## src/rtl/bw_bridge_pkg.sv

```systemverilog
// bw_bridge_pkg: shared widths, FSM state encoding and grant-source encoding for the regfile arbiter
package bw_bridge_pkg;
  localparam int ADDR_WIDTH_DEF = 4;
  localparam int DATA_WIDTH_DEF = 16;
  localparam int IDX_W = 3;
  typedef enum logic [1:0] {
    IDLE    = 2'd0,
    ISSUE   = 2'd1,
    CAPTURE = 2'd2,
    DONE    = 2'd3
  } state_t;
  typedef struct packed {
    logic             host;
    logic [IDX_W-1:0] idx;
  } gnt_src_t;
endpackage

```

## src/rtl/gpmc_regfile_arbiter_if.sv

```systemverilog
// gpmc_regfile_arbiter_if: host, internal-requester and register-file signals; slave = arbiter, master = surroundings
interface gpmc_regfile_arbiter_if
  import bw_bridge_pkg::*;
#(
  parameter int NUM_REQ    = 4,
  parameter int ADDR_WIDTH = ADDR_WIDTH_DEF,
  parameter int DATA_WIDTH = DATA_WIDTH_DEF
);
  logic                          host_valid;
  logic                          host_we;
  logic [ADDR_WIDTH-1:0]         host_addr;
  logic [DATA_WIDTH-1:0]         host_wdata;
  logic                          host_ack;
  logic [DATA_WIDTH-1:0]         host_rdata;
  logic [NUM_REQ-1:0]            req_valid;
  logic [NUM_REQ-1:0]            req_we;
  logic [NUM_REQ*ADDR_WIDTH-1:0] req_addr;
  logic [NUM_REQ*DATA_WIDTH-1:0] req_wdata;
  logic [NUM_REQ-1:0]            req_ack;
  logic [DATA_WIDTH-1:0]         req_rdata;
  logic                          mem_en;
  logic                          mem_we;
  logic [ADDR_WIDTH-1:0]         mem_addr;
  logic [DATA_WIDTH-1:0]         mem_wdata;
  logic [DATA_WIDTH-1:0]         mem_rdata;
  logic                          busy;
  modport slave (
    input  host_valid, host_we, host_addr, host_wdata,
    input  req_valid, req_we, req_addr, req_wdata, mem_rdata,
    output host_ack, host_rdata, req_ack, req_rdata,
    output mem_en, mem_we, mem_addr, mem_wdata, busy
  );
  modport master (
    output host_valid, host_we, host_addr, host_wdata,
    output req_valid, req_we, req_addr, req_wdata, mem_rdata,
    input  host_ack, host_rdata, req_ack, req_rdata,
    input  mem_en, mem_we, mem_addr, mem_wdata, busy
  );
endinterface

```

## src/rtl/rr_arbiter.sv

```systemverilog
// rr_arbiter: combinational round-robin pick; req_i/ptr_i in, one-hot gnt_o, index idx_o and any_o out
module rr_arbiter #(
  parameter int NUM_REQ = 4,
  localparam int IW = NUM_REQ > 1 ? $clog2(NUM_REQ) : 1
) (
  input  logic [NUM_REQ-1:0] req_i,
  input  logic [IW-1:0]      ptr_i,
  output logic [NUM_REQ-1:0] gnt_o,
  output logic [IW-1:0]      idx_o,
  output logic               any_o
);
  logic [NUM_REQ-1:0] rot;
  int k_sel;
  int sum;
  // rotate so bit 0 is the requester at ptr_i, take the lowest set bit, then undo the rotation
  always_comb begin
    rot = NUM_REQ'({req_i, req_i} >> ptr_i);
    k_sel = 0;
    for (int k = NUM_REQ - 1; k >= 0; k--) k_sel = rot[k] ? k : k_sel;
    sum = int'(ptr_i) + k_sel;
    idx_o = IW'(sum >= NUM_REQ ? sum - NUM_REQ : sum);
    any_o = |req_i;
    gnt_o = any_o ? NUM_REQ'(1) << idx_o : '0;
  end
endmodule

```

## src/rtl/gpmc_regfile_arbiter.sv

```systemverilog
// gpmc_regfile_arbiter: shares the register file between the host (absolute priority) and NUM_REQ round-robin requesters
module gpmc_regfile_arbiter
  import bw_bridge_pkg::*;
#(
  parameter int NUM_REQ    = 4,
  parameter int ADDR_WIDTH = ADDR_WIDTH_DEF,
  parameter int DATA_WIDTH = DATA_WIDTH_DEF
) (
  input logic clk,
  input logic rst_n,
  gpmc_regfile_arbiter_if.slave bus
);
  localparam int IW = NUM_REQ > 1 ? $clog2(NUM_REQ) : 1;
  state_t state_q, state_d;
  gnt_src_t gnt_q, gnt_d;
  logic [IW-1:0] rr_ptr_q, rr_ptr_d, arb_idx;
  logic [NUM_REQ-1:0] arb_gnt;
  logic arb_any;
  logic we_q, we_d;
  logic [ADDR_WIDTH-1:0] addr_q, addr_d;
  logic [DATA_WIDTH-1:0] wdata_q, wdata_d;
  logic [DATA_WIDTH-1:0] host_rdata_q, host_rdata_d, req_rdata_q, req_rdata_d;
  rr_arbiter #(.NUM_REQ(NUM_REQ)) u_arb (
    .req_i(bus.req_valid),
    .ptr_i(rr_ptr_q),
    .gnt_o(arb_gnt),
    .idx_o(arb_idx),
    .any_o(arb_any)
  );
  always_ff @(posedge clk) begin
    if (!rst_n) begin
      state_q      <= IDLE;
      gnt_q        <= '0;
      rr_ptr_q     <= '0;
      we_q         <= 1'b0;
      addr_q       <= '0;
      wdata_q      <= '0;
      host_rdata_q <= '0;
      req_rdata_q  <= '0;
    end else begin
      state_q      <= state_d;
      gnt_q        <= gnt_d;
      rr_ptr_q     <= rr_ptr_d;
      we_q         <= we_d;
      addr_q       <= addr_d;
      wdata_q      <= wdata_d;
      host_rdata_q <= host_rdata_d;
      req_rdata_q  <= req_rdata_d;
    end
  end
  always_comb begin
    state_d      = state_q;
    gnt_d        = gnt_q;
    rr_ptr_d     = rr_ptr_q;
    we_d         = we_q;
    addr_d       = addr_q;
    wdata_d      = wdata_q;
    host_rdata_d = host_rdata_q;
    req_rdata_d  = req_rdata_q;
    case (state_q)
      IDLE:
        if (bus.host_valid) begin
          state_d  = ISSUE;
          gnt_d    = '{host: 1'b1, idx: '0};
          we_d     = bus.host_we;
          addr_d   = bus.host_addr;
          wdata_d  = bus.host_wdata;
        end else if (arb_any) begin
          state_d  = ISSUE;
          gnt_d    = '{host: 1'b0, idx: IDX_W'(arb_idx)};
          rr_ptr_d = arb_idx == IW'(NUM_REQ - 1) ? '0 : arb_idx + 1'b1;
          for (int i = 0; i < NUM_REQ; i++)
            if (arb_gnt[i]) begin
              we_d    = bus.req_we[i];
              addr_d  = bus.req_addr[i*ADDR_WIDTH +: ADDR_WIDTH];
              wdata_d = bus.req_wdata[i*DATA_WIDTH +: DATA_WIDTH];
            end
        end
      ISSUE: state_d = CAPTURE;
      CAPTURE: begin
        state_d = DONE;
        // each side keeps its own last read value so the other side's traffic cannot disturb it
        if (gnt_q.host) host_rdata_d = bus.mem_rdata;
        else req_rdata_d = bus.mem_rdata;
      end
      default: state_d = IDLE;
    endcase
  end
  always_comb begin
    bus.mem_en     = state_q == ISSUE;
    bus.mem_we     = state_q == ISSUE && we_q;
    bus.mem_addr   = addr_q;
    bus.mem_wdata  = wdata_q;
    bus.host_ack   = state_q == DONE && gnt_q.host;
    bus.req_ack    = (state_q == DONE && !gnt_q.host) ? NUM_REQ'(1) << gnt_q.idx : '0;
    bus.host_rdata = host_rdata_q;
    bus.req_rdata  = req_rdata_q;
    bus.busy       = state_q != IDLE;
  end
endmodule

```

## src/flat_wrapper.sv

```systemverilog
// flat-port wrapper written by rule: the top's interface ports become plain ports
module gpmc_regfile_arbiter_flat import bw_bridge_pkg::*;
#(
  parameter int NUM_REQ    = 4,
  parameter int ADDR_WIDTH = ADDR_WIDTH_DEF,
  parameter int DATA_WIDTH = DATA_WIDTH_DEF
)
  (clk, rst_n, bus_host_valid, bus_host_we, bus_host_addr, bus_host_wdata, bus_req_valid, bus_req_we, bus_req_addr, bus_req_wdata, bus_mem_rdata, bus_host_ack, bus_host_rdata, bus_req_ack, bus_req_rdata, bus_mem_en, bus_mem_we, bus_mem_addr, bus_mem_wdata, bus_busy);
  gpmc_regfile_arbiter_if #(.NUM_REQ(NUM_REQ), .ADDR_WIDTH(ADDR_WIDTH), .DATA_WIDTH(DATA_WIDTH)) bus_i ();
  input logic clk;
  input logic rst_n;
  input wire logic [$bits(bus_i.host_valid)-1:0] bus_host_valid;
  input wire logic [$bits(bus_i.host_we)-1:0] bus_host_we;
  input wire logic [$bits(bus_i.host_addr)-1:0] bus_host_addr;
  input wire logic [$bits(bus_i.host_wdata)-1:0] bus_host_wdata;
  input wire logic [$bits(bus_i.req_valid)-1:0] bus_req_valid;
  input wire logic [$bits(bus_i.req_we)-1:0] bus_req_we;
  input wire logic [$bits(bus_i.req_addr)-1:0] bus_req_addr;
  input wire logic [$bits(bus_i.req_wdata)-1:0] bus_req_wdata;
  input wire logic [$bits(bus_i.mem_rdata)-1:0] bus_mem_rdata;
  output wire logic [$bits(bus_i.host_ack)-1:0] bus_host_ack;
  output wire logic [$bits(bus_i.host_rdata)-1:0] bus_host_rdata;
  output wire logic [$bits(bus_i.req_ack)-1:0] bus_req_ack;
  output wire logic [$bits(bus_i.req_rdata)-1:0] bus_req_rdata;
  output wire logic [$bits(bus_i.mem_en)-1:0] bus_mem_en;
  output wire logic [$bits(bus_i.mem_we)-1:0] bus_mem_we;
  output wire logic [$bits(bus_i.mem_addr)-1:0] bus_mem_addr;
  output wire logic [$bits(bus_i.mem_wdata)-1:0] bus_mem_wdata;
  output wire logic [$bits(bus_i.busy)-1:0] bus_busy;
  assign bus_i.host_valid = bus_host_valid;
  assign bus_i.host_we = bus_host_we;
  assign bus_i.host_addr = bus_host_addr;
  assign bus_i.host_wdata = bus_host_wdata;
  assign bus_i.req_valid = bus_req_valid;
  assign bus_i.req_we = bus_req_we;
  assign bus_i.req_addr = bus_req_addr;
  assign bus_i.req_wdata = bus_req_wdata;
  assign bus_i.mem_rdata = bus_mem_rdata;
  assign bus_host_ack = bus_i.host_ack;
  assign bus_host_rdata = bus_i.host_rdata;
  assign bus_req_ack = bus_i.req_ack;
  assign bus_req_rdata = bus_i.req_rdata;
  assign bus_mem_en = bus_i.mem_en;
  assign bus_mem_we = bus_i.mem_we;
  assign bus_mem_addr = bus_i.mem_addr;
  assign bus_mem_wdata = bus_i.mem_wdata;
  assign bus_busy = bus_i.busy;
  gpmc_regfile_arbiter #(.NUM_REQ(NUM_REQ), .ADDR_WIDTH(ADDR_WIDTH), .DATA_WIDTH(DATA_WIDTH)) u_core (.clk(clk), .rst_n(rst_n), .bus(bus_i));
endmodule
```

## config.mk

```make
export PLATFORM = sky130hd
export DESIGN_NAME = gpmc_regfile_arbiter_flat
export DESIGN_NICKNAME = d
export VERILOG_FILES = /design/src/rtl/bw_bridge_pkg.sv /design/src/rtl/gpmc_regfile_arbiter_if.sv /design/src/rtl/rr_arbiter.sv /design/src/rtl/gpmc_regfile_arbiter.sv /design/src/flat_wrapper.sv
export SDC_FILE = /design/constraint.sdc
export NUM_CORES = 1
export LEC_CHECK = 0
export ABC_AREA = 1
export BUFFER_PORTS_ARGS = -buffer_cell sky130_fd_sc_hd__buf_2
export CORE_MARGIN = 3
export CORE_UTILIZATION = 49
export DETAILED_ROUTE_END_ITERATION = 10
export PLACE_DENSITY_LB_ADDON = 0.1
export SYNTH_ARGS = -nofsm -noshare
export SYNTH_HDL_FRONTEND = slang
export SYNTH_SLANG_ARGS = --single-unit
```

## constraint.sdc

```tcl
create_clock -name clk -period 5.9 [get_ports clk]
set_input_delay 0.59 -clock clk [delete_from_list [all_inputs] [get_ports clk]]
set_output_delay 0.59 -clock clk [all_outputs]
set_load 0.02 [all_outputs]
```

==> impl_results.md <==
- Residual DRC count: 0
- Mapped Cells: 575
- Largest net degree at the start of global routing: 58
- Synth-to-Final Area Change: 32.6%
- Fmax: 270 MHz
- R2r startpoint: u_core.rr_ptr_q[0]
- Worst Setup EP: u_core.bus.mem_wdata[9]
- Max cap viols: 0
- Layout cells sized above 1: 31.8%
- TritonCTS clock tree: done
- Core region area: 0.00691 mm^2
- Worst-margin pin slew: 0.971 ns
- Flop and latch count out of synthesis: 60
- Fin crit share: 62.7%
- Fin. Hold Viols: 0
- Leakage: 2.59 nW
- Vias per cell: 4.76
- Drt initial violations: 113
- Via count: 4014
- Rel. slew slack: 35.3%
- Commonest non-fill, non-tap cell in the layout: buf_2
- First-pass GRT wire length: 16.2 mm
- Unique masters post-synth: 31
- Post-route antenna net violation count: 0
- Worst min path class: reg -> reg
- Clk root buf: clkbuf_8
- PwrDens: 573 mW/mm^2
- Syn Area/Cell: 6.15 um^2
- Status: finished, final reports clean
- Number of setup buffers added after CTS: 0
- Hpwl dp: 7.92 mm
- Post-synth ARST share: 0%
- Arrival @ worst endpoint: 3.92 ns
- Final GP Congestion: 0.917
- Worst Setup Start Kind: flop
- Vias in the first global route: 3579
- Clock tree buffer depth: 2
- RSZ-0062 raised after global routing: no
- Worst setup path startpoint: u_core.rr_ptr_q[0]
- Post_cts resized: 0
- Register-to-Register Path Depth: 18
- Die Area: 0.00827 mm^2
- Worst r2r dst: u_core.bus.mem_wdata[9]
- Clk slew on worst S/H paths: 0.07 ns
- Setup violators final: 0
- Initial antenna violation count: 0
- Clock latency at the later pin of the worst-skew pair: 0.33 ns
- # rows: 30
- Port Buffers: 187
- Final Skew: 0.00582 ns
- GRT Overall Usage: 23.7%
- Syn_nets: 710
- Synth Flop Type: dfxtp_1
- Setup crit end kind: flop
- Starting Density: 51.2%
- Synth warn: 0
- DR WL/cell: 12.1 um
- H-tree level count: 3
- CP required: 6.12 ns
- Antenna diodes: 0
- Final min period: 3.70 ns
- Total power: 2.68 mW
- Post-synthesis sequential area ratio: 34.0%
- Remaining Overflow, GRT: 0
- Width of the chip: 90.9 um
- Final WL: 10.2 mm
- Post-CTS Hold Fix Bufs: 0
- VDD IR-drop max: 0.278 mV
- Pins Over Slew Limit: 0
- Pre-Repair DR Iteration Count: 4
- R2r setup slk: 2.20 ns
- Setup CP Type: reg -> reg
- Io pins: 188
- Mapped Area: 0.00354 mm^2
- EDFF count, synth: 0
- Total CTS buffers: 9
- Setup TNS: 0 ns
- Sink Count: 60
- Most frequent cells in the layout: buf_2 (187), nand2_1 (171), o21ai_0 (74)
- Crit path max fanout: 42
- Fin nets: 878
- Chip height: 90.9 um
-- area by class of cell --
type	count	area [um^2]
Multi-Input combinational cell	422	1970
Inverter	61	230
Clock inverter	6	88.8
Clock buffer	10	128
Fill cell	671	2220
Tap cell	96	120
Timing Repair Buffer	189	951
Sequential cell	60	1200
-- per-layer routing --
metal	global-route usage [%]	routed length, um	vias to the layer above
met2	41.6	4960	143
met1	28.4	4300	1720
li1	-	-	2139
met3	5.88	791	12
met4	7.41	142	0
met5	0	0	-
-- registers in the layout, summed over array words and instances, names as in the netlist --
register,flops
u_core.bus.req_rdata,16
u_core.state_q,2
u_core.gnt_q,3
u_core.we_q,1
u_core.bus.host_rdata,16
u_core.bus.mem_wdata,16
u_core.rr_ptr_q,2
u_core.bus.mem_addr,4
-- synth_stat cells, types with 2 or more instances --
| master | instances | area, um^2 |
|---|---|---|
| or2_2 | 20 | 125 |
| dfxtp_1 | 60 | 1200 |
| o21ai_1 | 3 | 15.0 |
| buf_6 | 2 | 22.5 |
| inv_1 | 58 | 218 |
| a21oi_2 | 4 | 35.0 |
| a21oi_1 | 24 | 120 |
| clkbuf_1 | 21 | 78.8 |
| nand2_2 | 2 | 12.5 |
| buf_2 | 7 | 35.0 |
| inv_2 | 2 | 7.51 |
| o21ai_0 | 74 | 370 |
| nor3_1 | 5 | 25.0 |
| nand3_1 | 32 | 160 |
| nor2_1 | 69 | 259 |
| ha_1 | 7 | 87.6 |
| nand2_1 | 171 | 642 |
-- per-stage QoR --
stage / hold WS (ns) / std cells / utilization, % / worst slack (ns) / area [um^2]
after floorplan: 0.466 / 575 / - / 3.14 / 3540
after detailed placement: 0.468 / 828 / 64.7 / 2.06 / 4470
after global routing: 0.501 / 844 / 67.9 / 1.75 / 4690
final: 0.478 / 844 / 67.9 / 2.20 / 4690
after global placement: 0.458 / 828 / 64.7 / 2.26 / 4470
after CTS: 0.484 / 844 / 67.9 / 2.23 / 4690
-- how the worst min path moves through the flow --
stage | from | to | slack, ns | cells past startpoint
floorplan | u_core.gnt_q[3] | u_core.gnt_q[3] | 0.47 | 2
global placement | u_core.bus.host_rdata[11] | u_core.bus.host_rdata[11] | 0.46 | 2
detailed placement | u_core.bus.req_rdata[13] | u_core.bus.req_rdata[13] | 0.47 | 2
CTS | u_core.bus.req_rdata[13] | u_core.bus.req_rdata[13] | 0.48 | 2
global route | u_core.bus.host_rdata[12] | u_core.bus.host_rdata[12] | 0.50 | 2
finish | u_core.bus.req_rdata[13] | u_core.bus.req_rdata[13] | 0.48 | 2
-- worst max-delay path, cell delays in order (launching register included) --
cell      delay [ns]
dfxtp_1         0.47
inv_2           0.08
nand2_1         0.09
nand3_1         0.07
nand2_1         0.10
nand3_1         0.07
a21boi_0        0.18
ha_1            0.19
xnor2_1         0.16
nand3_2         0.16
nand2_1         0.15
ha_1            0.16
inv_1           0.05
nor2_1          0.10
buf_4           0.25
nor2_1          0.13
a31oi_4         0.81
and3_1          0.28
a21oi_1         0.06
-- logic make-up (layout without fill, tap and decap cells) --
logic type,after synthesis,count (layout),share of synthesized area [%]
AND/OR/NAND/NOR,305,305,36.4
AO/OA/AOI/OAI,109,109,16.3
buffers and inverters,93,266,10.6
flip-flops,60,60,34.0
adder cells (fa/ha/maj),7,7,2.48
XOR/XNOR,1,1,0.248
-- where the power goes --
part	total (mW)	internal, mW	switching [mW]
logic	1.67	0.551	1.12
clock network	0.402	0.238	0.164
registers	0.615	0.536	0.0790
Power figures use the tool's default switching activity.
